## src/rtl/direction_input_ctrl.sv

```systemverilog
// direction_input_ctrl: debounces four direction buttons and queues legal turns, applying one per snake tick
module direction_input_ctrl #(
  parameter int DEBOUNCE_CYCLES = 1064700,
  parameter int QUEUE_DEPTH = 2,
  parameter logic [3:0] INIT_DIR = 4'b1000
) (
  input  logic i_Clk,
  input  logic i_Rst,
  input  logic [3:0] i_Buttons,
  input  logic i_SnakeClk,
  output logic [3:0] o_Direction,
  output logic o_Turn,
  output logic o_Dropped,
  output logic [$clog2(QUEUE_DEPTH+1)-1:0] o_QueueCount
);
  localparam int CW = $clog2(QUEUE_DEPTH + 1);
  localparam int PW = QUEUE_DEPTH > 1 ? $clog2(QUEUE_DEPTH) : 1;
  localparam int DW = DEBOUNCE_CYCLES > 1 ? $clog2(DEBOUNCE_CYCLES) : 1;
  localparam logic [DW-1:0] DMAX = DW'(DEBOUNCE_CYCLES - 1);
  localparam logic [CW-1:0] FULL = CW'(QUEUE_DEPTH);
  localparam logic [PW-1:0] PLAST = PW'(QUEUE_DEPTH - 1);
  logic [3:0] btn_s1, btn_s2, deb, deb_q, rise, opp, last_dir;
  logic [DW-1:0] cnt [4];
  logic [2:0] snk;
  logic [3:0] mem [QUEUE_DEPTH];
  logic [PW-1:0] wr_ptr, rd_ptr;
  logic press, tick, pop, push;
  always_comb begin
    rise = deb & ~deb_q;
    press = $onehot(rise) && deb == rise;
    opp = {last_dir[2], last_dir[3], last_dir[0], last_dir[1]};
    tick = snk[1] & ~snk[2];
    pop = tick && o_QueueCount != '0;
    push = press && rise != last_dir && rise != opp && (o_QueueCount != FULL || pop);
  end
  always_ff @(posedge i_Clk or negedge i_Rst)
    if (!i_Rst) begin
      btn_s1 <= '0;
      btn_s2 <= '0;
      deb <= '0;
      deb_q <= '0;
      snk <= '0;
      for (int i = 0; i < 4; i++) cnt[i] <= '0;
      wr_ptr <= '0;
      rd_ptr <= '0;
      last_dir <= INIT_DIR;
      o_Direction <= INIT_DIR;
      o_Turn <= 1'b0;
      o_Dropped <= 1'b0;
      o_QueueCount <= '0;
    end else begin
      btn_s1 <= i_Buttons;
      btn_s2 <= btn_s1;
      deb_q <= deb;
      snk <= {snk[1:0], i_SnakeClk};
      for (int i = 0; i < 4; i++)
        if (btn_s2[i] == deb[i]) cnt[i] <= '0;
        else if (cnt[i] == DMAX) begin
          deb[i] <= ~deb[i];
          cnt[i] <= '0;
        end else cnt[i] <= cnt[i] + 1'b1;
      if (push) begin
        wr_ptr <= wr_ptr == PLAST ? '0 : wr_ptr + 1'b1;
        last_dir <= rise;
      end
      if (pop) begin
        o_Direction <= mem[rd_ptr];
        rd_ptr <= rd_ptr == PLAST ? '0 : rd_ptr + 1'b1;
      end
      o_QueueCount <= o_QueueCount + CW'(push) - CW'(pop);
      o_Turn <= pop;
      o_Dropped <= press && !push;
    end
  always_ff @(posedge i_Clk)
    if (push) mem[wr_ptr] <= rise;
endmodule

```

## config.mk

```make
export PLATFORM = sky130hd
export DESIGN_NAME = direction_input_ctrl
export DESIGN_NICKNAME = d
export VERILOG_FILES = /design/src/rtl/direction_input_ctrl.sv
export SDC_FILE = /design/constraint.sdc
export NUM_CORES = 1
export LEC_CHECK = 0
export BUFFER_PORTS_ARGS = -buffer_cell sky130_fd_sc_hd__buf_2
export CORE_UTILIZATION = 48
export CTS_CLUSTER_SIZE = 12
export DETAILED_ROUTE_END_ITERATION = 6
export SLEW_MARGIN = 20
export SYNTH_ARGS = -nofsm -noshare
export SYNTH_HDL_FRONTEND = slang
export SYNTH_SLANG_ARGS = --single-unit
export TNS_END_PERCENT = 20
```

## constraint.sdc

```tcl
create_clock -name i_Clk -period 3.6 [get_ports i_Clk]
set_input_delay 0.18 -clock i_Clk [delete_from_list [all_inputs] [get_ports i_Clk]]
set_output_delay 0.18 -clock i_Clk [all_outputs]
set_load 0.01 [all_outputs]
```

==> After elaboration in Yosys (flattened, before gate mapping) <==
Memory sizes are Yosys's and may differ from the RTL's. A register that Yosys moved wholly into a read port is not among the register bits.
Cells that the tools add are included.
{ "totals": {"ramBits": 8, "in_bits": 7, "n_memories": 1, "elab_cells": 81, "regBits": 113, "out_inout_bits": 8} }
{ "classes": {"eq_ne": 13, "n_reduce_logical": 14, "bitwise_logic": 12, "n_addsub": 11, "mux": 12} }
{ "mem_list": {"columns": ["name", "words", "word_bits", "rd", "rd_ports_with_merged_regs", "write_ports", "line", "rtl"], "rows": [
  ["mem", 2, 4, 1, 1, 1, "25", "logic [3:0] mem [QUEUE_DEPTH];"]
]} }
{ "ops": {"columns": ["op", "n"], "rows": [
  ["$mux W21", 8],
  ["$add A21 B1 Y21 const B", 4],
  ["$eq A21 B21 Y1 const B", 4],
  ["$not A1 Y1", 9],
  ["$ne A4 B4 Y1", 2],
  ["$reduce_and A2 Y1", 4],
  ["$logic_and A1 B1 Y1", 6],
  ["$add A1 B1 Y2", 2],
  ["$and A4 B4 Y4", 1],
  ["$eq A1 B1 Y1", 4],
  ["$eq A4 B4 Y1", 1],
  ["$mux W1", 4],
  ["$not A4 Y4", 1],
  ["$add A2 B2 Y3", 1],
  ["$eq A3 B1 Y1 const B", 1],
  ["$add A1 B1 Y1 const B", 2],
  ["$add A2 B1 Y2", 1],
  ["$logic_not A1 Y1", 2],
  ["$ne A2 B2 Y1 const B", 1],
  ["$reduce_bool A2 Y1", 1],
  ["$sub A2 B1 Y2", 1],
  ["$and A1 B1 Y1", 1],
  ["$logic_or A1 B1 Y1", 1]
]} }

==> Longest topological paths before layout <==
{ "depth": {"word_depth": 11, "ltp_mapped": 12, "depth_no_buf": 12} }

==> Worst setup path before layout <==
Ideal clock, no wire load.
{ "synth_path": {"path_type": "register to register", "startpoint": "register deb[0]", "endpoint": "register o_QueueCount[1]", "synth_period_minus_slack_ps": 2884, "setup_ps": 126, "arrival_time_ps": 2758, "required_time_ps": 3474, "path_slack_ps": 716, "n_path_buf": 0, "path_stages_with_launch": 13, "path_cell_list": "dfrtp_1 > and2b_1 > fa_1 > ha_1 > ha_1 > nor2_1 > nand4_1 > a41oi_2 > a21oi_1 > o21bai_1 > ha_1 > xnor2_1 > xnor2_1"} }
{ "synth_between": {"elab_chain_cells": 10, "elab_cells_between_ends": 13, "classes_between": "add/sub (4); eq/ne (4); bitwise (1); reduce/logical (4)"} }
{ "synth_lines": {"columns": ["element", "line", "rtl"], "rows": [
  ["from (decl)", "22", "logic [3:0] btn_s1, btn_s2, deb, deb_q, rise, opp, last_dir;"],
  ["from (signal, indexed assignment)", "59", "deb[i] <= ~deb[i];"],
  ["$and A4 B4 Y4 (*)", "29", "rise = deb & ~deb_q;"],
  ["via rise[0]", "22", null],
  ["$add A1 B1 Y2 (not written as such)", "30", "press = $onehot(rise) && deb == rise;"],
  ["$add A2 B2 Y3 (not written as such)", "30", null],
  ["$eq A3 B1 Y1", "30", null],
  ["$logic_and A1 B1 Y1", "30", null],
  ["$logic_and A1 B1 Y1", "34", "push = press && rise != last_dir && rise != opp && (o_QueueCount != FULL || pop);"],
  ["$logic_and A1 B1 Y1 (*) (2 in a row)", "34", null],
  ["$add A2 B1 Y2 (*)", "70", "o_QueueCount <= o_QueueCount + CW'(push) - CW'(pop);"],
  ["$sub A2 B1 Y2 (*)", "70", null],
  ["to (signal assigned)", "70", null],
  ["to (decl)", "14", "output logic [$clog2(QUEUE_DEPTH+1)-1:0] o_QueueCount"]
]} }
Mark *: on every way through the listed nets, which the timed path passes. The rest lies on a longest branch.
A chain may end at the register's enable or synchronous reset.

==> Worst setup path after layout <==
Ends and elaborated chain as after synthesis.

==> metrics.log <==
INFO  metric worstMarginPinSlew = between 0.9 and 1 ns
INFO  metric crit_fanout = 6
INFO  metric cts_root_buffer = sky130_fd_sc_hd__clkbuf_16
INFO  metric antenna_cells_inserted = 0
INFO  metric synth-seq-area-share = between 50% and 60%
INFO  metric htreeDepth = 4
INFO  metric final.period_utilization = ~87%
INFO  metric synth.top_cell.area_share = approximately 51%
INFO  metric totalNegativeSetupSlack = 0 ns
INFO  metric critical_path_class = flop to flop
INFO  metric coreArea = 11,470 sq um
INFO  metric setup.reg_to_reg.worst_slack = about 0.48 ns
INFO  metric leakagePower = ~2.8 nW
INFO  metric synth.top_cells.by_area = sky130_fd_sc_hd__dfrtp_1, sky130_fd_sc_hd__xnor2_1, sky130_fd_sc_hd__nor2_1
INFO  metric finalSetupViolations = 0
INFO  metric largest_net_degree_at_the_start_of_global_routing = 76
INFO  metric grt_setup_unrepaired = false
INFO  metric synth-async-reset-ratio = between 90% and 100%
INFO  metric buffer_ports.inserted = 14
INFO  metric synth_most_common_cell = sky130_fd_sc_hd__dfrtp_1
INFO  metric worst-path-buf-inv = 0
INFO  metric track_usage = about 18%
INFO  metric synth_fp_nets = 545
INFO  metric cts.path.max_buffers = 2
INFO  metric run_status = finished, final reports clean
INFO  metric vias = between 3,000 and 4,000
INFO  metric clock_sinks = around 130
INFO  metric synth_common_cells = sky130_fd_sc_hd__dfrtp_1, sky130_fd_sc_hd__nor2_1, sky130_fd_sc_hd__xnor2_1, sky130_fd_sc_hd__nand2_1, sky130_fd_sc_hd__xor2_1
INFO  metric filler_cell_count = 970
INFO  metric final_wirelength = around 9900 um
INFO  metric route.antenna.remaining_nets = 0
INFO  metric numCtsBuffers = 17
INFO  metric footprint_of_the_multi_input_gates = ~2400 sq um
INFO  metric final_cell_count_without_fillers = ~700
INFO  metric max_slew_margin = between 30% and 40%
INFO  metric initial_core_util = between 40 and 50%
INFO  metric dr.pass1.iters = 4
INFO  metric crit_chain = and2b_1 > fa_1 > ha_1 > ha_1 > nor2_1 > nand4_1 > a41oi_2 > a21oi_1 > o21bai_1 > ha_1 > xnor2_1 > xnor2_1
INFO  metric standard_cell_with_the_maximum_stage_delay_on_the_critical_path = sky130_fd_sc_hd__fa_1
INFO  metric areaGrowthSynthToFinish = 16.04%
INFO  metric synth_area = 5695 sq um
INFO  metric synthesis.yosys.warnings = 0
INFO  metric number_of_synthesized_register_bits = between 100 and 150
INFO  metric floorplan.die.width = 110.9 um
INFO  metric gate_count_post_synth = 530
INFO  metric worst_hold_slack = approximately 0.35 ns
INFO  metric critical_path.top_delay_family = adder cells
INFO  metric number_of_enable_flip_flop_cells_after_synthesis = 8
INFO  metric worst-path-stages = 12
INFO  metric share_of_layout_cells_above_drive_strength_1 = roughly an eighth
INFO  metric antenna_found_initial = 0
INFO  metric top_level_ports = 15
INFO  metric synth_top_area_cell = sky130_fd_sc_hd__dfrtp_1
INFO  metric achievable-frequency = about 0.32 GHz
INFO  metric starting_drc_count_in_detailed_routing = 190
INFO  metric nets = 572
INFO  metric die_area = 12,310 sq um
INFO  metric clkTransAtPathRegs = 0.06 ns
INFO  metric place.gp.congestion = 0.7896
INFO  metric clkLatencyLatePin = around 0.42 ns
INFO  metric drv_cap = 0
INFO  metric crit_path_end_kind = flop
INFO  metric placed_cells = roughly 680
INFO  metric worst_ep_arrival_time = 3.41 ns
INFO  metric worst-r2r-cell-count = 12
INFO  metric r2r-end = o_QueueCount[1]
INFO  metric detail_route.wl_per_cell = 13.84 um
INFO  metric detail_route.vias_per_cell = just over 5
INFO  metric detail_route.drc_violations = 0
INFO  metric ff_latch_area = 3171 sq um
INFO  metric hold_path_startpoint = btn_s1[3]
INFO  metric clock_skew = around 0.0055 ns
INFO  metric min_period = 3.116 ns
INFO  metric peak_per_stage_delay_on_the_critical_path = around 0.51 ns
INFO  metric hold_depth = 0
INFO  metric first_global_vias = 3,853
INFO  metric first_pass_grt_wire_length = around 18,000 um
INFO  metric required_time_of_the_worst_setup_path = about 3.9 ns
INFO  metric path_common_cell = sky130_fd_sc_hd__ha_1
INFO  metric grt.overflow.total = 0
INFO  metric worstSetupStartpointType = flop
INFO  metric clock_tree_from_tritoncts = built
INFO  metric die_height = roughly 110 um
INFO  metric finalHoldViolCount = 0
INFO  metric synth_top_flop_cell = sky130_fd_sc_hd__dfrtp_1
INFO  metric min_path_type = flop to flop
INFO  metric hold_end = btn_s2[3]
INFO  metric row_count = 39
INFO  metric critical_path.reg2reg.startpoint = deb[0]
INFO  metric syn-mean-instance-area = between 10 and 15 sq um
INFO  metric synth.distinct_cells = 43
INFO  metric dp.final_hpwl = around 6500 um
INFO  metric vdd_ir_drop_max = ~0.4 mV
INFO  metric power_density = a little over 500 nW/um^2
INFO  metric timing_max_transition_violations_final = 0
worst max-delay path by stage:
stage           start         endpoint  slack (ns)
4_1_cts        deb[0]  o_QueueCount[1]        0.46
2_1_floorplan  deb[0]  o_QueueCount[1]        0.72
6_report       deb[0]  o_QueueCount[1]        0.48
5_1_grt        deb[0]  o_QueueCount[1]        0.21
3_5_place_dp   deb[0]  o_QueueCount[1]        0.47
3_3_place_gp   deb[0]  o_QueueCount[1]        0.55
metrics by stage:
step | util, % | cell area, sq um | power (W) | setup WS (ns)
2_1_floorplan | - | 5695 | 0.001504 | 0.7160
3_3_place_gp | 51.35 | 5888 | 0.001540 | 0.5460
3_5_place_dp | 51.35 | 5888 | 0.001542 | 0.4658
4_1_cts | 57.63 | 6609 | 0.003427 | 0.4569
5_1_grt | 57.63 | 6609 | 0.003502 | 0.2124
6_report | 57.63 | 6609 | 0.003382 | 0.4843
where the power goes:
group | total [W] | switching [W] | internal [W] | leakage, nW
sequential | 0.00145 | 0.0000131 | 0.00143 | 1.65
combinational | 0.0000724 | 0.0000510 | 0.0000215 | 0.840
clock | 0.00186 | 0.000623 | 0.00124 | 0.314
total | 0.00338 | 0.000687 | 0.00270 | 2.80
cell usage in the layout (no fill, tap or decap), types with 6 or more instances in the layout:
cell / n
sky130_fd_sc_hd__and3_1: 12
sky130_fd_sc_hd__and4_1: 6
sky130_fd_sc_hd__buf_2: 13
sky130_fd_sc_hd__clkbuf_16: 18
sky130_fd_sc_hd__dfrtp_1: 115
sky130_fd_sc_hd__dlygate4sd3_1: 6
sky130_fd_sc_hd__edfxtp_1: 8
sky130_fd_sc_hd__ha_1: 7
sky130_fd_sc_hd__inv_1: 12
sky130_fd_sc_hd__nand2_1: 38
sky130_fd_sc_hd__nand3_1: 30
sky130_fd_sc_hd__nand4_1: 16
sky130_fd_sc_hd__nor2_1: 103
sky130_fd_sc_hd__nor3_1: 22
sky130_fd_sc_hd__nor4_1: 8
sky130_fd_sc_hd__xnor2_1: 58
sky130_fd_sc_hd__xor2_1: 34
logic make-up after synthesis:
group,synth area share [%]
flip-flops,55.67
multiplexers,2.548
XOR/XNOR,14.15
buffers and inverters,2.087
AO/OA/AOI/OAI,1.516
AND/OR/NAND/NOR,22.14
adder cells (fa/ha/maj),1.889
repair_timing:
item | in CTS | in global routing
hold buffers | 6 | 0
resized for setup | 0 | 0
setup buffers | 0 | 0
endpoints found under the hold margin | 78 | 0
sequential cells by signal (all words and copies together), names as in the netlist, 2 cells and up:
| signal | flops |
|---|---|
| btn_s1 | 4 |
| btn_s2 | 4 |
| cnt | 84 |
| deb | 4 |
| deb_q | 4 |
| last_dir | 4 |
| mem | 8 |
| o_Direction | 4 |
| o_QueueCount | 2 |
| snk | 3 |
layout make-up:
| class | instances | area share, % |
|---|---|---|
| clock buffers | 20 | 7.232 |
| clock inverters | 12 | 2.764 |
| inverters | 12 | 0.6816 |
| multi-input cells | 379 | 36.41 |
| flip-flops and latches | 125 | 47.97 |
| well taps | 143 | 2.707 |
| repair buffers | 22 | 2.234 |
routing by layer:
layer	vias up	global-route usage (%)	share of wire [%]
met2	50	28.45	47
met1	1778	23.00	47
met5	-	0	0
li1	1844	-	-
met4	0	8.622	2.2
met3	17	5.577	3.4
No activity file was read; power rests on OpenSTA's default activity.
